### config.mk
export PLATFORM = sky130hd
export DESIGN_NAME = processor_no_mem
export DESIGN_NICKNAME = d
export VERILOG_FILES = /design/src/rtl/processor_no_mem.sv
export SDC_FILE = /design/constraint.sdc
export NUM_CORES = 2
export LEC_CHECK = 0
export ABC_AREA = 1
export BUFFER_PORTS_ARGS = -buffer_cell sky130_fd_sc_hd__buf_2
export CAP_MARGIN = 20
export CELL_PAD_IN_SITES_DETAIL_PLACEMENT = 1
export CELL_PAD_IN_SITES_GLOBAL_PLACEMENT = 2
export CORE_AREA = 3 3 496 498
export DETAILED_ROUTE_END_ITERATION = 8
export DIE_AREA = 0 0 499 501
export GPL_TIMING_DRIVEN = 0
export PLACE_DENSITY = 0.8
export REMOVE_ABC_BUFFERS = 1
export SYNTH_ARGS = -nofsm -noshare
export SYNTH_HDL_FRONTEND = slang
export SYNTH_SLANG_ARGS = --single-unit
### constraint.sdc
create_clock -name clk -period 3.5 [get_ports clk]
set_clock_uncertainty 0.2 [all_clocks]
set_input_delay 0.35 -clock clk [delete_from_list [all_inputs] [get_ports clk]]
set_output_delay 0.35 -clock clk [all_outputs]
set_load 0.02 [all_outputs]
### src/rtl/processor_no_mem.sv
// processor_no_mem: RV32I integer core without instruction or data memory.
// Each instruction arrives on `command` and runs through a fixed 4-cycle
// FETCH/DECODE/EXECUTE/WRITEBACK pass. The architectural and debug state is
// exposed on regValues.
module processor_no_mem #(
  parameter logic [31:0] RESET_PC = 32'h0000_0000
) (
  input  logic        clk,
  input  logic        reset,
  input  logic [31:0] command,
  input  logic        run,
  output logic        done,
  output logic [31:0] regValues [0:38]
);

  localparam logic [2:0] FETCH     = 3'd0;
  localparam logic [2:0] DECODE    = 3'd1;
  localparam logic [2:0] EXECUTE   = 3'd2;
  localparam logic [2:0] WRITEBACK = 3'd3;

  localparam logic [6:0] OPC_OP_IMM = 7'b0010011;
  localparam logic [6:0] OPC_OP     = 7'b0110011;
  localparam logic [6:0] OPC_LUI    = 7'b0110111;
  localparam logic [6:0] OPC_AUIPC  = 7'b0010111;
  localparam logic [6:0] OPC_JAL    = 7'b1101111;
  localparam logic [6:0] OPC_JALR   = 7'b1100111;
  localparam logic [6:0] OPC_BRANCH = 7'b1100011;
  localparam logic [6:0] OPC_STORE  = 7'b0100011;

  logic [2:0]  state;
  logic [31:0] xreg [0:31];
  logic [31:0] pc;
  logic [31:0] ir;
  logic [31:0] imm;
  logic [31:0] alu_a;
  logic [31:0] alu_b;
  logic [31:0] alu_y;

  logic [6:0]  opcode;
  logic [4:0]  rd;
  logic [4:0]  rs1;
  logic [4:0]  rs2;
  logic [2:0]  funct3;
  logic        alt;

  logic [31:0] imm_dec;
  logic [31:0] opa_dec;
  logic [31:0] opb_dec;
  logic [31:0] alu_next;
  logic [31:0] sra_res;
  logic [31:0] pc_plus4;
  logic [31:0] pc_next;
  logic [31:0] wb_data;
  logic        wb_en;

  // run is reserved in this revision; the core free-runs out of reset
  logic        unused_run;
  assign unused_run = run;

  assign opcode   = ir[6:0];
  assign rd       = ir[11:7];
  assign funct3   = ir[14:12];
  assign rs1      = ir[19:15];
  assign rs2      = ir[24:20];
  assign alt      = ir[30];
  assign pc_plus4 = pc + 32'd4;

  // Immediate generation: sign-extended I/S/B/U/J formats selected by opcode
  always_comb begin
    imm_dec = {{20{ir[31]}}, ir[31:20]};
    case (opcode)
      OPC_STORE:             imm_dec = {{20{ir[31]}}, ir[31:25], ir[11:7]};
      OPC_BRANCH:            imm_dec = {{19{ir[31]}}, ir[31], ir[7], ir[30:25], ir[11:8], 1'b0};
      OPC_LUI, OPC_AUIPC:    imm_dec = {ir[31:12], 12'b0};
      OPC_JAL:               imm_dec = {{11{ir[31]}}, ir[31], ir[19:12], ir[20], ir[30:21], 1'b0};
      default:               imm_dec = {{20{ir[31]}}, ir[31:20]};
    endcase
  end

  // Operand selection: PC-relative forms use PC as A; LUI adds to zero;
  // register-register and branch forms take rs2 as B, everything else the immediate
  always_comb begin
    opa_dec = xreg[rs1];
    opb_dec = imm_dec;
    case (opcode)
      OPC_AUIPC, OPC_JAL: opa_dec = pc;
      OPC_LUI:            opa_dec = '0;
      default:            opa_dec = xreg[rs1];
    endcase
    if (opcode == OPC_OP || opcode == OPC_BRANCH) begin
      opb_dec = xreg[rs2];
    end
  end

  // ALU: arithmetic/logic for OP and OP_IMM, branch condition (0/1) for
  // BRANCH, plain addition for address/upper-immediate forms
  always_comb begin
    sra_res  = $signed(alu_a) >>> alu_b[4:0];
    alu_next = alu_a + alu_b;
    if (opcode == OPC_BRANCH) begin
      case (funct3)
        3'b000:  alu_next = {31'b0, alu_a == alu_b};
        3'b001:  alu_next = {31'b0, alu_a != alu_b};
        3'b100:  alu_next = {31'b0, $signed(alu_a) < $signed(alu_b)};
        3'b101:  alu_next = {31'b0, $signed(alu_a) >= $signed(alu_b)};
        3'b110:  alu_next = {31'b0, alu_a < alu_b};
        3'b111:  alu_next = {31'b0, alu_a >= alu_b};
        default: alu_next = '0;
      endcase
    end else if (opcode == OPC_OP || opcode == OPC_OP_IMM) begin
      case (funct3)
        3'b000:  alu_next = (opcode == OPC_OP && alt) ? alu_a - alu_b : alu_a + alu_b;
        3'b001:  alu_next = alu_a << alu_b[4:0];
        3'b010:  alu_next = {31'b0, $signed(alu_a) < $signed(alu_b)};
        3'b011:  alu_next = {31'b0, alu_a < alu_b};
        3'b100:  alu_next = alu_a ^ alu_b;
        3'b101:  alu_next = alt ? sra_res : alu_a >> alu_b[4:0];
        3'b110:  alu_next = alu_a | alu_b;
        default: alu_next = alu_a & alu_b;
      endcase
    end
  end

  // Writeback selection: destination data, write enable and next PC
  always_comb begin
    wb_en   = 1'b0;
    wb_data = alu_y;
    pc_next = pc_plus4;
    case (opcode)
      OPC_OP, OPC_OP_IMM, OPC_LUI, OPC_AUIPC: wb_en = 1'b1;
      OPC_JAL: begin
        wb_en   = 1'b1;
        wb_data = pc_plus4;
        pc_next = alu_y;
      end
      OPC_JALR: begin
        wb_en   = 1'b1;
        wb_data = pc_plus4;
        pc_next = {alu_y[31:1], 1'b0};
      end
      OPC_BRANCH: pc_next = alu_y[0] ? pc + imm : pc_plus4;
      default: ;
    endcase
  end

  // Multicycle sequencer and all architectural state; reset aborts any pass
  always_ff @(posedge clk) begin
    if (reset) begin
      state <= FETCH;
      done  <= 1'b0;
      pc    <= RESET_PC;
      ir    <= '0;
      imm   <= '0;
      alu_a <= '0;
      alu_b <= '0;
      alu_y <= '0;
      for (int unsigned i = 0; i < 32; i++) begin
        xreg[i] <= '0;
      end
    end else begin
      done <= 1'b0;
      case (state)
        FETCH: begin
          ir    <= command;
          state <= DECODE;
        end
        DECODE: begin
          imm   <= imm_dec;
          alu_a <= opa_dec;
          alu_b <= opb_dec;
          state <= EXECUTE;
        end
        EXECUTE: begin
          alu_y <= alu_next;
          state <= WRITEBACK;
        end
        WRITEBACK: begin
          if (wb_en && rd != 5'd0) begin
            xreg[rd] <= wb_data;
          end
          pc    <= pc_next;
          done  <= 1'b1;
          state <= FETCH;
        end
        default: state <= FETCH;
      endcase
    end
  end

  // Debug view of the complete core state
  always_comb begin
    for (int unsigned i = 0; i < 32; i++) begin
      regValues[i] = xreg[i];
    end
    regValues[32] = pc;
    regValues[33] = ir;
    regValues[34] = imm;
    regValues[35] = alu_a;
    regValues[36] = alu_b;
    regValues[37] = alu_y;
    regValues[38] = {29'b0, state};
  end

endmodule

==> metrics.yaml <==
status: "complete, but fails checks"
violations: "negative setup slack"
setup_violations: 208
fmax_mhz: 272
max_stage_delay_ps: 510
ir_worst_vdd_v: 0.000463
path_class: "flip-flop to flip-flop"
routed_wl_um: 601000
synth_area_per_cell_um2: 7.72
fp.coreArea_mm2: 0.243
yosys_warnings: 0
clk_path_buf_depth: 3
io_buffers: 1252
via_count: 91800
synth_top_area_cell: "edfxtp_1"
postRouteAntennaNets: 0
critPathBufInv: 5
critPathLaunchType: "flip-flop"
cellPowerDensity_mw_per_mm2: 698
grt-ovfl-total: 0
grt_max_degree: 126
fin_util: 0.402
grt_pass1_wl_um: 777000
antenna_found_initial: 37
place_congestion: 1.01
ys_seq_elements: 1229
async_flop_share: 0
initial_core_util: 0.310
worstSkewPairLatency_ps: 880
drv_cap: 0
layout_commonest_cell: "nor2_1"
synth_edf_count: 1024
power.total_mw: 68.1
cp_max_fo: 47
worst_slack_ps: -182
final_cell_mix: "1998 x nor2_1, 1541 x o21ai_0, 1252 x buf_2, 1047 x nand2_1, 1024 x edfxtp_1"
finalNetCount: 10900
synth_cells: 9748
ys_types: 56
root_buffer: "clkbuf_16"
min_path_type: "input pin to flip-flop"
crit_top_cell: "buf_16"
dr.pass1.iters: 8
die_area_mm2: 0.250
worstPathRequired_ps: 3990
cts_buffers: 156
holdPathStages: 4
rows: 181
areaGrowthSynthToFinish_pct: 29.7
ys_top_cells_by_area: "edfxtp_1 41%, o21ai_0 10%, nor2_1 10%"
htreeDepth: 4
grt_pass1_vias: 87600
worstPathArrival_ps: 4170
drive_gt1_frac: 0.208
die_w_um: 499
crit_cells: 11
cts_tree: "built"
hold_path_startpoint: "command[1]"
cp_cell_sequence: "buf_16 > buf_16 > buf_16 > clkinv_16 > clkbuf_16 > o21bai_1 > o22ai_1 > o211ai_1 > nand3_1 > nand3_1 > a221oi_1"
end_kind: "flip-flop"
ys.flop_type: "edfxtp_1"
clock_sinks: 1229
grt_usage: 0.452
die_h_um: 501
crit_family: "buffers and inverters"
worstMarginPinSlew_ps: 1200
yosysSeqAreaShare: 0.463
ff2ff_path_depth: 11
drc: 0
yosysTopAreaCellShare: 0.408
synth_area_mm2: 0.0753
worst_path_max_delay_cell: "o211ai_1"
clkTransAtPathRegs_ps: 70
slew_violations: 0
timing.final.crit_share: 1.05
place.detailed.hpwl_um: 401000
avgRoutedWirePerCell_um: 42.6
slew_headroom: 0.196
hold_violations: 0
io_pins: 1284
drt-vias-per-instance: 6.50
drt-initial-drc-count: 14100
p_leak_nw: 38.9
finalCriticalPeriod_ps: 3680
rsz0062_at_grt: "yes"
## per-stage QoR
stage | TNS, ps | setup WS [ps] | cells | cell area, µm² | hold slack [ps]
3_5_place_dp | -2795060 | -2280 | 13600 | 87200 | 288
5_1_grt | -488 | -217 | 14100 | 97600 | 76.7
3_3_place_gp | - | -68900 | 13400 | 82200 | 272
6_report | -7230 | -182 | 14100 | 97600 | 62.6
4_1_cts | -7800 | -198 | 14000 | 96300 | -243
2_1_floorplan | -6538970 | -21460 | 8948 | 71900 | 219
## sequential cells by signal (all words and copies together), names as in the netlist, named ones only
register  cells
alu_a        32
alu_b        32
alu_y        32
done          1
imm          32
ir           32
pc           32
state         2
xreg       1024
## timing repair
item | in CTS | in global routing
cloned | 41 | 17
gates resized for setup | 272 | 119
buffers inserted | 110 | 41
pin swaps | 28 | 9
hold buffers | 39 | 2
endpoints found under the setup margin | 2128 | 682
hold endpoints to repair | 83 | 34
## final timing paths
path	to	slack, ps
worst max-delay path	alu_a[26]	-180
worst min-delay path	ir[1]	60
worst max register to register	alu_a[26]	-180
worst min register to register	imm[15]	300
## cells in the mapped netlist (55+ instances only)
master    number
o211ai_1      56
o22ai_1      143
o221ai_1     269
nor2_1      2020
inv_1        605
buf_1         55
nand3_1      662
dfxtp_1      205
buf_2        185
a21oi_1      675
edfxtp_1    1024
ha_1         133
clkbuf_1     583
nand2_1     1120
o21ai_0     1570
## layer usage
| metal | GRT usage | vias up | share of wire |
|---|---|---|---|
| li1 | - | 35900 | - |
| met1 | 0.521 | 45800 | 0.34 |
| met2 | 0.652 | 7672 | 0.40 |
| met3 | 0.164 | 2373 | 0.14 |
| met4 | 0.415 | 24 | 0.12 |
| met5 | 0 | - | 0.00037 |
## cell type report
type                    count  area, µm²
diodes                     16       40.0
fillers                 28800     145000
repair buffers           1650      13700
well taps                3202       4010
inverters                 628       2570
repair inverters            4       33.8
clock inverters            88        931
multi-input cells        7105      37100
flip-flops and latches   1229      35000
clock buffers             200       4180
## cells by family (layout without fill, tap and decap cells)
logic type | count (synthesis) | in the layout | share of synthesized area
multiplexers | 3 | 3 | 0.000399
XOR/XNOR | 49 | 49 | 0.00570
AO/OA/AOI/OAI | 2871 | 2871 | 0.214
adder cells (fa/ha/maj) | 136 | 136 | 0.0229
buffers and inverters | 1489 | 2570 | 0.0793
other | 1 | 78 | 0.0000498
AND/OR/NAND/NOR | 3970 | 3984 | 0.215
flip-flops | 1229 | 1229 | 0.463
## worst reg2reg max path, cell delays in order, from the launching register on
cell and delay, ps:
dfxtp_4 380, buf_16 260, buf_16 290, buf_16 320, clkinv_16 230, clkbuf_16 460
o21bai_1 200, o22ai_1 90, o211ai_1 510, nand3_1 320, nand3_1 160, a221oi_1 90
## power breakdown
part	internal [mW]	switching (mW)	total [mW]
Combinational	8.53	23.4	32.0
Sequential	16.8	2.57	19.4
Clock	9.28	7.46	16.7
Total	34.6	33.5	68.1
Power figures use the tool's default switching activity.
